[src/rtl/vga_pkg.sv]
// ---------------------------------------------------------------------------
// vga_pkg
// Types and constants shared by the VGA pattern generator:
//   mode_e           - pattern select encodings driven on mode_sel
//   COLOR_BAR_TABLE  - RGB888 colours of the eight colour bars, left to right
//   RGB_WHITE/BLACK  - full-scale and zero RGB888 colours
//   packRgb()        - converts an RGB888 colour into the output pixel format
// ---------------------------------------------------------------------------
package vga_pkg;

  // Pattern select values as seen on mode_sel.
  typedef enum logic [1:0] {
    MODE_COLORBAR = 2'd0,
    MODE_GRID     = 2'd1,
    MODE_GRADIENT = 2'd2,
    MODE_SOLID    = 2'd3
  } mode_e;

  localparam logic [23:0] RGB_WHITE = 24'hFFFFFF;
  localparam logic [23:0] RGB_BLACK = 24'h000000;

  // Classic colour-bar order, index 0 is the leftmost bar.
  localparam logic [23:0] COLOR_BAR_TABLE [8] = '{
    24'hFFFFFF,  // white
    24'hFFFF00,  // yellow
    24'h00FFFF,  // cyan
    24'h00FF00,  // green
    24'hFF00FF,  // magenta
    24'hFF0000,  // red
    24'h0000FF,  // blue
    24'h000000   // black
  };

  // For a 16-bit pixel the result is RGB565 in the low 16 bits, keeping the
  // most significant bits of each component; otherwise RGB888 is passed on.
  function automatic logic [23:0] packRgb(input logic [23:0] rgb888,
                                          input int          rgbW);
    logic [23:0] result;
    if (rgbW == 16) begin
      result = {8'h00, rgb888[23:19], rgb888[15:10], rgb888[7:3]};
    end else begin
      result = rgb888;
    end
    return result;
  endfunction

endpackage

[src/rtl/vga_timing.sv]
// ---------------------------------------------------------------------------
// vga_timing
// Free-running horizontal/vertical raster counters and the raw (unregistered)
// timing flags decoded from them.
// Ports:
//   clk_i        pixel clock, rising edge
//   rst_i        asynchronous active-high reset, counters return to 0,0
//   hc_o         horizontal position, 0..H_TOTAL-1
//   vc_o         vertical position,   0..V_TOTAL-1
//   visible_o    current position lies in the visible region
//   hSyncAct_o   current position lies inside the horizontal sync pulse
//   vSyncAct_o   current line lies inside the vertical sync pulse
//   firstPix_o   current position is 0,0 (first visible pixel of a frame)
// ---------------------------------------------------------------------------
module vga_timing
  import vga_pkg::*;
#(
  parameter int H_ACTIVE = 1024,
  parameter int H_FP     = 24,
  parameter int H_SYNC   = 136,
  parameter int H_BP     = 160,
  parameter int V_ACTIVE = 768,
  parameter int V_FP     = 3,
  parameter int V_SYNC   = 6,
  parameter int V_BP     = 29,
  localparam int H_TOTAL = H_ACTIVE + H_FP + H_SYNC + H_BP,
  localparam int V_TOTAL = V_ACTIVE + V_FP + V_SYNC + V_BP,
  localparam int HW      = $clog2(H_TOTAL),
  localparam int VW      = $clog2(V_TOTAL)
) (
  input  logic          clk_i,
  input  logic          rst_i,
  output logic [HW-1:0] hc_o,
  output logic [VW-1:0] vc_o,
  output logic          visible_o,
  output logic          hSyncAct_o,
  output logic          vSyncAct_o,
  output logic          firstPix_o
);

  // Sync windows are held as inclusive first/last positions so the last
  // value always fits in the counter width even with a zero back porch.
  localparam logic [HW-1:0] H_MAX        = HW'(H_TOTAL - 1);
  localparam logic [HW-1:0] H_ACT_END    = HW'(H_ACTIVE);
  localparam logic [HW-1:0] H_SYNC_FIRST = HW'(H_ACTIVE + H_FP);
  localparam logic [HW-1:0] H_SYNC_LAST  = HW'(H_ACTIVE + H_FP + H_SYNC - 1);
  localparam logic [VW-1:0] V_MAX        = VW'(V_TOTAL - 1);
  localparam logic [VW-1:0] V_ACT_END    = VW'(V_ACTIVE);
  localparam logic [VW-1:0] V_SYNC_FIRST = VW'(V_ACTIVE + V_FP);
  localparam logic [VW-1:0] V_SYNC_LAST  = VW'(V_ACTIVE + V_FP + V_SYNC - 1);

  logic [HW-1:0] hc_q, hc_d;
  logic [VW-1:0] vc_q, vc_d;

  // Next raster position: the line counter advances only when the pixel
  // counter wraps, and both wrap together at the end of the frame.
  always_comb begin
    hc_d = hc_q + HW'(1);
    vc_d = vc_q;
    if (hc_q == H_MAX) begin
      hc_d = '0;
      if (vc_q == V_MAX) begin
        vc_d = '0;
      end else begin
        vc_d = vc_q + VW'(1);
      end
    end
  end

  always_ff @(posedge clk_i or posedge rst_i) begin
    if (rst_i) begin
      hc_q <= '0;
      vc_q <= '0;
    end else begin
      hc_q <= hc_d;
      vc_q <= vc_d;
    end
  end

  assign hc_o       = hc_q;
  assign vc_o       = vc_q;
  assign visible_o  = (hc_q < H_ACT_END) && (vc_q < V_ACT_END);
  assign hSyncAct_o = (hc_q >= H_SYNC_FIRST) && (hc_q <= H_SYNC_LAST);
  assign vSyncAct_o = (vc_q >= V_SYNC_FIRST) && (vc_q <= V_SYNC_LAST);
  assign firstPix_o = (hc_q == '0) && (vc_q == '0);

endmodule

[src/rtl/vga_pattern_gen.sv]
// ---------------------------------------------------------------------------
// vga_pattern_gen
// VGA test-pattern source: raster timing plus four selectable patterns
// (colour bars, 32-pixel grid, horizontal gray ramp, solid colour).
// Every output is registered one clock after the counter state it belongs to.
// Ports:
//   clk           pixel clock, rising edge
//   rst           asynchronous active-high reset
//   mode_sel      pattern select, captured at the start of each frame
//   solid_rgb     colour for the solid pattern, captured with mode_sel
//   vga_rgb_dout  pixel data (RGB565 when RGB_W=16, RGB888 when RGB_W=24)
//   h_sync        horizontal sync, asserted at level SYNC_POL
//   v_sync        vertical sync, asserted at level SYNC_POL
//   de            data enable, high for visible pixels
//   frame_start   one-clock pulse on the first visible pixel of a frame
// RGB_W is meant to be 16 or 24 only.
// ---------------------------------------------------------------------------
module vga_pattern_gen
  import vga_pkg::*;
#(
  parameter int H_ACTIVE = 1024,
  parameter int H_FP     = 24,
  parameter int H_SYNC   = 136,
  parameter int H_BP     = 160,
  parameter int V_ACTIVE = 768,
  parameter int V_FP     = 3,
  parameter int V_SYNC   = 6,
  parameter int V_BP     = 29,
  parameter int SYNC_POL = 0,
  parameter int RGB_W    = 16
) (
  input  logic             clk,
  input  logic             rst,
  input  logic [1:0]       mode_sel,
  input  logic [RGB_W-1:0] solid_rgb,
  output logic [RGB_W-1:0] vga_rgb_dout,
  output logic             h_sync,
  output logic             v_sync,
  output logic             de,
  output logic             frame_start
);

  localparam int H_TOTAL = H_ACTIVE + H_FP + H_SYNC + H_BP;
  localparam int V_TOTAL = V_ACTIVE + V_FP + V_SYNC + V_BP;
  localparam int HW      = $clog2(H_TOTAL);
  localparam int VW      = $clog2(V_TOTAL);

  // A line narrower than eight pixels still gets a non-zero bar width.
  localparam int unsigned BAR_W  = (H_ACTIVE / 8 > 0) ? H_ACTIVE / 8 : 1;
  localparam int unsigned X_LAST = H_ACTIVE - 1;
  localparam int unsigned Y_LAST = V_ACTIVE - 1;
  localparam logic        SYNC_ON = (SYNC_POL != 0);

  logic [HW-1:0] hc;
  logic [VW-1:0] vc;
  logic          visible;
  logic          hSyncAct;
  logic          vSyncAct;
  logic          firstPix;

  vga_timing #(
    .H_ACTIVE (H_ACTIVE),
    .H_FP     (H_FP),
    .H_SYNC   (H_SYNC),
    .H_BP     (H_BP),
    .V_ACTIVE (V_ACTIVE),
    .V_FP     (V_FP),
    .V_SYNC   (V_SYNC),
    .V_BP     (V_BP)
  ) u_timing (
    .clk_i      (clk),
    .rst_i      (rst),
    .hc_o       (hc),
    .vc_o       (vc),
    .visible_o  (visible),
    .hSyncAct_o (hSyncAct),
    .vSyncAct_o (vSyncAct),
    .firstPix_o (firstPix)
  );

  mode_e            mode_q, mode_d;
  logic [RGB_W-1:0] solid_q, solid_d;
  logic [RGB_W-1:0] rgb_q, rgb_d;
  logic             de_q, de_d;
  logic             hSync_q, hSync_d;
  logic             vSync_q, vSync_d;
  logic             frameStart_q, frameStart_d;

  int unsigned      xPix;
  int unsigned      yPix;
  int unsigned      barIdx;
  logic [7:0]       gray;
  logic             gridOn;
  logic [23:0]      pattern888;
  logic [RGB_W-1:0] pixel;

  // Frame-level settings. At position 0,0 the live inputs are used directly
  // so that the first pixel of a frame already shows the newly chosen
  // pattern; for the rest of the frame the captured copy is used.
  always_comb begin
    mode_d  = mode_q;
    solid_d = solid_q;
    if (firstPix) begin
      mode_d  = mode_e'(mode_sel);
      solid_d = solid_rgb;
    end
  end

  // Pattern generation from the current raster position.
  always_comb begin
    xPix       = 32'(hc);
    yPix       = 32'(vc);
    barIdx     = xPix / BAR_W;
    gray       = xPix[7:0];
    gridOn     = (xPix % 32'd32 == 32'd0) || (yPix % 32'd32 == 32'd0) ||
                 (xPix == X_LAST) || (yPix == Y_LAST);
    pattern888 = RGB_BLACK;
    case (mode_d)
      MODE_COLORBAR: begin
        // Leftover pixels past the eighth bar stay black.
        if (barIdx < 32'd8) begin
          pattern888 = COLOR_BAR_TABLE[barIdx[2:0]];
        end
      end
      MODE_GRID: begin
        if (gridOn) begin
          pattern888 = RGB_WHITE;
        end
      end
      MODE_GRADIENT: begin
        pattern888 = {gray, gray, gray};
      end
      default: begin
        pattern888 = RGB_BLACK;
      end
    endcase
    // The solid colour is already in output format and bypasses packing.
    if (mode_d == MODE_SOLID) begin
      pixel = solid_d;
    end else begin
      pixel = RGB_W'(packRgb(pattern888, RGB_W));
    end
  end

  // Next values of the output registers; data is forced to zero in blanking.
  always_comb begin
    de_d         = visible;
    rgb_d        = visible ? pixel : '0;
    hSync_d      = hSyncAct ? SYNC_ON : ~SYNC_ON;
    vSync_d      = vSyncAct ? SYNC_ON : ~SYNC_ON;
    frameStart_d = firstPix;
  end

  // All outputs share this one register stage so sync, de and data stay
  // aligned with each other.
  always_ff @(posedge clk or posedge rst) begin
    if (rst) begin
      mode_q       <= MODE_COLORBAR;
      solid_q      <= '0;
      rgb_q        <= '0;
      de_q         <= 1'b0;
      hSync_q      <= ~SYNC_ON;
      vSync_q      <= ~SYNC_ON;
      frameStart_q <= 1'b0;
    end else begin
      mode_q       <= mode_d;
      solid_q      <= solid_d;
      rgb_q        <= rgb_d;
      de_q         <= de_d;
      hSync_q      <= hSync_d;
      vSync_q      <= vSync_d;
      frameStart_q <= frameStart_d;
    end
  end

  assign vga_rgb_dout = rgb_q;
  assign de           = de_q;
  assign h_sync       = hSync_q;
  assign v_sync       = vSync_q;
  assign frame_start  = frameStart_q;

endmodule
[config.mk]
export PLATFORM = sky130hd
export DESIGN_NAME = vga_pattern_gen
export DESIGN_NICKNAME = d
export VERILOG_FILES = /design/src/rtl/vga_pkg.sv /design/src/rtl/vga_timing.sv /design/src/rtl/vga_pattern_gen.sv
export SDC_FILE = /design/constraint.sdc
export NUM_CORES = 1
export LEC_CHECK = 0
export CAP_MARGIN = 15
export CORE_MARGIN = 2
export CORE_UTILIZATION = 35
export DETAILED_ROUTE_END_ITERATION = 12
export PLACE_DENSITY_LB_ADDON = 0.1
export SKIP_CTS_REPAIR_TIMING = 1
export SLEW_MARGIN = 10
export SYNTH_ARGS = -nofsm -noshare
export SYNTH_HDL_FRONTEND = slang
export SYNTH_SLANG_ARGS = --single-unit
[constraint.sdc]
create_clock -name clk -period 2.9 [get_ports clk]
set_input_delay 0.58 -clock clk [delete_from_list [all_inputs] [get_ports clk]]
set_output_delay 0.58 -clock clk [all_outputs]
set_load 0.01 [all_outputs]
==> flow_summary.toml, run 1 <==
[logic_synthesis]
syn-cell-area_um2 = 3150
netlist_instances = 290
ys_seq_elements = 59
async_reset_ff_share_pct = 100
synth_cell_types = 60
synth_edf_count = 0
syn_nets = 315
synth-warning-count = 0
avgSynthCellArea_um2 = 10.8
synth_seq_area_share_pct = 47.0
synth_ff_type = "dfrtp_1"

[timing]
slew_headroom_pct = 45.4
setup_tns_ps = 0
finClkSkew_ps = 13.3
min_period_ps = 2680
finalSetupViolCount = 0
fmax_mhz = 373
min_period_over_period_pct = 92.6
finalMaxSlewViolations = 0
worstMarginPinSlew_ps = 812
rsz0062_at_grt = "no"
hold_viol = 0

[detailed_routing]
drt.antenna.violating_nets = 0
drt_iter0_markers = 102
drc_errors = 0
routed_wl_mm = 7.99
first_pass_iters = 4
via_per_inst = 5.59
post_drt_wl_per_cell_um = 17.8
vias = 2511

[cts]
cts_buffers = 9
cts_root_buffer = "clkbuf_8"
clock_latency_ps = 330
cts_tree = "built"
cts_max_level = 3
clock_path_buffers = 2
clk_pin_slew_worst_paths_ps = 70
clock-sinks = 59

[cells_and_area]
final_layout_size_suffix_gt1_share_pct = 17.0
antenna_cells = 0
design_area_um2 = 3900
fillers = 818
final_net_count = 361
multi_input_area_um2 = 1470
syn2layout_area_growth_pct = 23.9
fin_util_pct = 44.7
register_area_um2 = 1480

[place]
io_buffers = 39
dpl_cell_area_um2 = 3670
hpwl_mm = 5.53
place.gp.congestion = 0.812

[worst_setup_path]
crit_fanout = 16
cp-startpoint = "u_timing.hc_o[0]$_DFF_PP0_"
endpoint = "vga_rgb_dout[0]$_DFF_PP0_"
r2r_end = "vga_rgb_dout[0]$_DFF_PP0_"
arrival_ps = 2860
critPathLaunchType = "flip-flop"
rrSetupSlack_ps = 220
crit_type = "reg2reg"
reg2regPathDepth = 9
endpoint_kind = "flip-flop"
critical_path_required_ps = 3070
r2r-start = "u_timing.hc_o[0]$_DFF_PP0_"

[floorplan]
coreArea_um2 = 8720
die_h_um = 98.8
row_count = 34
start_util_pct = 36.1
fp.dieW_um = 98.8
dieArea_um2 = 9760
io-pin-count = 40

[grt]
grt_start_max_net_pins = 34
grt_overflow = 0
grt_use_total_pct = 17.3
antenna_found_initial = 0
grt_pass1_wl_mm = 13.0
grt_pass1_vias = 2364

[run_status]
run_status = "completed"

[pwr]
fin_total_pwr_uw = 1920
ir_worst_vdd_v = 0.000181
p_leak_uw = 0.00162
p_per_area_nw_per_um2 = 491

[min_path]
holdPathStages = 1
min_path_type = "reg2reg"

[job]
max-cap-violations = 0
==> synthesized netlist by cell type (all sizes together) (3+ instances only) <==
cell type  count  area share, %
dfrtp         57             45
nor2          18            2.2
a21boi        17            4.1
a21o          17            4.1
a221oi        16            4.5
a311oi        16            4.5
o21ai         15            2.4
buf           12            3.3
nand2         12            1.4
clkbuf        11            2.1
and3           9            1.9
inv            8           0.95
nand3          8            1.7
nand4          6            1.4
nor3           6            1.3
o32ai          6            1.7
a21oi          5           0.91
ha             5            2.0
xnor2          5            1.4
and2           4           0.80
nor4           3           0.99
or2            3           0.60
or3            3           0.91
xor2           3           0.84
==> power by group <==
group | switching, µW | internal (µW)
Combinational | 82.2 | 98.2
Clock | 337 | 530
Sequential | 12.3 | 856
Total | 431 | 1480
==> final cells by class <==
cell class,count,area share [%]
repair buffers,58,14.3
inverters,8,0.770
flip-flops and latches,59,37.9
multi-input cells,200,37.7
clock buffers,12,3.98
clock inverters,4,1.86
well taps,108,3.47
==> state kept, by name (all words and copies together) (netlist names) <==
signal / count
de: 1
frame_start: 1
h_sync: 1
mode_q: 2
solid_q: 16
u_timing.hc_o: 11
u_timing.vc_o: 10
v_sync: 1
vga_rgb_dout: 16
==> critical path, stage by stage (launching register included) <==
cell and delay (ps):
dfrtp_1 410, inv_1 90, ha_1 130, or4b_4 500, nor3_4 330, buf_4 230
nand4_2 100, buf_4 220, a221oi_1 430, a311oi_1 90
==> how the worst min path moves through the flow <==
stage | from | end | slack (ps)
6_report | u_timing.hc_o[0]$_DFF_PP0_ | u_timing.hc_o[0]$_DFF_PP0_ | 500
5_1_grt | u_timing.hc_o[0]$_DFF_PP0_ | u_timing.hc_o[0]$_DFF_PP0_ | 530
4_1_cts | u_timing.hc_o[0]$_DFF_PP0_ | u_timing.hc_o[0]$_DFF_PP0_ | 510
3_5_place_dp | u_timing.hc_o[0]$_DFF_PP0_ | u_timing.hc_o[0]$_DFF_PP0_ | 500
3_3_place_gp | u_timing.hc_o[0]$_DFF_PP0_ | u_timing.hc_o[0]$_DFF_PP0_ | 470
2_1_floorplan | u_timing.hc_o[0]$_DFF_PP0_ | u_timing.hc_o[0]$_DFF_PP0_ | 450
==> per-stage QoR <==
| stage | instances | hold WS [ps] | setup WS [ps] |
|---|---|---|---|
| after floorplan | 290 | 455 | 567 |
| after global placement | 433 | 473 | 247 |
| after detailed placement | 433 | 497 | 235 |
| after CTS | 449 | 507 | 223 |
| after global routing | 449 | 526 | 71.7 |
| final | 449 | 502 | 216 |
==> layer usage <==
metal	up-vias	global-route usage, %	routed length, µm
li1	1205	-	-
met1	1247	25.9	4010
met2	55	24.4	3560
met3	4	2.98	351
met4	0	7.27	72
met5	-	0	0
==> cells in the final DEF, fill, tap and decap left out, types with 3 or more instances in the layout <==
master	instances
a21boi_0	16
a21o_1	17
a21oi_1	4
a221oi_1	16
a311oi_1	16
and2_1	4
and3_1	7
buf_4	17
clkbuf_8	11
clkdlybuf4s50_1	39
dfrtp_1	57
ha_1	5
inv_1	7
nand2_1	12
nand3_1	7
nand4_1	5
nor2_1	17
nor3_1	5
o21ai_0	12
o21ai_1	3
o32ai_1	6
or2_2	3
xnor2_1	5
xor2_1	3
==> logic make-up after synthesis <==
logic type                 count (synthesis)  synth area share, %
adders and majority gates                  5                 1.99
DFF                                       59                 47.0
muxes                                      1                0.318
AOI/OAI and AO/OA                        103                 25.3
and+or+nand+nor                           83                 16.8
xor gates and xnor gates                   8                 2.23
buffers and inverters                     31                 6.32
(Power assumes the default switching activity.)
==> run 2: changes to the inputs <==
Settings changed: SYNTH_HIERARCHICAL from default to 1.
==> flow_summary.toml, run 2 <==
[run_status]
run_status = "completed"

[place]
dpl_cell_area_um2 = 3640
dp_worst_setup_slack_ps = 162
io_buffers = 39
place.gp.congestion = 0.830
hpwl_mm = 5.05

[grt]
grt_pass1_vias = 2488
grt_start_max_net_pins = 39
grt.busiest_layer = "met2"
grt_pass1_wl_mm = 12.6
grt_use_total_pct = 16.6
grt_overflow = 0
use_met3_pct = 4.89
met2_usage_pct = 25.8
grt_use_met1_pct = 22.1
antenna_found_initial = 0

[worst_setup_path]
cp-startpoint = "u_timing/vc_o[1]$_DFFE_PP0N_"
critPathLaunchType = "flip-flop"
crit_fanout = 7
crit_chain = "inv_1 > ha_1 > nor4bb_1 > nand2_1 > nor4_2 > or3b_2 > a211oi_4 > nor3_1 > a21oi_1"
critical_path_required_ps = 3170
r2r-start = "u_timing/vc_o[1]$_DFFE_PP0N_"
crit_path_max_incr_delay_ps = 580
endpoint_kind = "flip-flop"
arrival_ps = 2910
crit_type = "reg2reg"
crit_slowest_cell = "or3b_2"

[cts]
cts_buffers = 9
cts_tree = "built"
cts_max_level = 3
clock_path_buffers = 2
clock_latency_ps = 350
clk_pin_slew_worst_paths_ps = 70
cts_root_buffer = "clkbuf_8"
clock-sinks = 59

[timing]
finClkSkew_ps = 9.82
worst_slack_ps = 265
fmax_mhz = 380
worstMarginPinSlew_ps = 850
min_period_ps = 2630
hold_ws_ps = 498
finalMaxSlewViolations = 0
hold_viol = 0
slew_headroom_pct = 43.3
finalSetupViolCount = 0
setup_tns_ps = 0
rsz0062_at_grt = "no"
min_period_over_period_pct = 90.9

[detailed_routing]
routed_wl_mm = 7.42
via_per_inst = 5.32
post_drt_wl_per_cell_um = 16.3
drt.antenna.violating_nets = 0
drt_iter0_markers = 88
drc_errors = 0
first_pass_iters = 6
vias = 2424

[pwr]
ir_worst_vdd_v = 0.000215
fin_total_pwr_uw = 1800
p_per_area_nw_per_um2 = 468
p_leak_uw = 0.00154

[cells_and_area]
final_common_cell = "dfrtp_1"
syn2layout_area_growth_pct = 26.1
final_layout_size_suffix_gt1_share_pct = 21.8
final_cell_mix = "57 x dfrtp_1, 39 x clkdlybuf4s50_1, 28 x o21ai_0, 21 x a21oi_1, 21 x buf_4"
antenna_cells = 0
design_area_um2 = 3850
final_net_count = 368

[logic_synthesis]
synthTopCellsByArea = "dfrtp_1 47%, mux2_2 7.4%, o21ai_0 4.6%"
syn-cell-area_um2 = 3050
synth_common_cells = "57 x dfrtp_1, 28 x o21ai_0, 21 x a21oi_1, 20 x mux2_2, 18 x nor3_1"
syn_nets = 315
yosys.area.top_type = "dfrtp_1"
async_reset_ff_share_pct = 100
netlist_instances = 290
synth_ff_type = "dfrtp_1"
avgSynthCellArea_um2 = 10.5
synth-warning-count = 6
synth_cell_types = 54
ys_seq_elements = 59
synth_edf_count = 0
yosysMostFrequentCell = "dfrtp_1"
synth_top_area_share_pct = 46.7
synth_seq_area_share_pct = 48.4

[floorplan]
row_count = 34
fp.dieW_um = 97.4
coreArea_um2 = 8590
die_h_um = 97.4
start_util_pct = 35.5
io-pin-count = 40
dieArea_um2 = 9490

[min_path]
min_path_type = "reg2reg"
min_from = "solid_q[3]$_DFF_PP0_"

[job]
max-cap-violations = 0
==> run 2: logic make-up after synthesis <==
kind of cell               synth area share (%)
AOI/OAI and AO/OA                          15.8
xor gates and xnor gates                   2.58
adders and majority gates                  2.05
buffers and inverters                      4.92
DFF                                        48.4
muxes                                      8.03
and+or+nand+nor                            18.2
==> run 2: through the flow <==
step / std cells / util [%]
detailed placement: 440 / 42.3
floorplan: 290 / -
finish: 456 / 44.8
CTS: 456 / 44.7
global placement: 440 / 42.3
global route: 456 / 44.8
==> run 2: final timing paths <==
check,end,cells after the start,slack [ps]
max,vga_rgb_dout[0]$_DFF_PP0_,9,270
min,solid_q[3]$_DFF_PP0_,1,500
max reg2reg,vga_rgb_dout[0]$_DFF_PP0_,9,270
min reg2reg,solid_q[3]$_DFF_PP0_,1,500
max in group asynchronous,u_timing/vc_o[0]$_DFFE_PP0N_,2,1640
min in group asynchronous,vga_rgb_dout[0]$_DFF_PP0_,3,660
==> run 2: metal layers <==
layer  wire length [µm]  vias to the layer above  part of all wire [%]
li1                   -                     1174                     -
met1               3540                     1183                    48
met2               3450                       53                    46
met3                316                       14                   4.3
met4                117                        0                   1.6
met5                  0                        -                     0
==> run 2: report_power, final <==
group	switching [µW]	internal, µW	total (µW)
Sequential	11.1	855	866
Combinational	76.6	89.9	166
Clock	350	419	769
Total	437	1360	1800
==> run 2: layout make-up <==
cell class	count	area (µm²)
Fill cell	831	4740
Sequential cell	59	1480
Multi-Input combinational cell	202	1440
Timing Repair Buffer	61	559
Clock buffer	10	138
Tap cell	108	135
Clock inverter	6	65.1
Inverter	10	37.5
==> run 2: critical path: cells and delay by family, from the launching register on <==
kind,cells,cell delay [ps]
flops,1,450
compound gates,2,560
fa+ha+maj,1,140
simple gates,5,1280
buf+inv,1,130
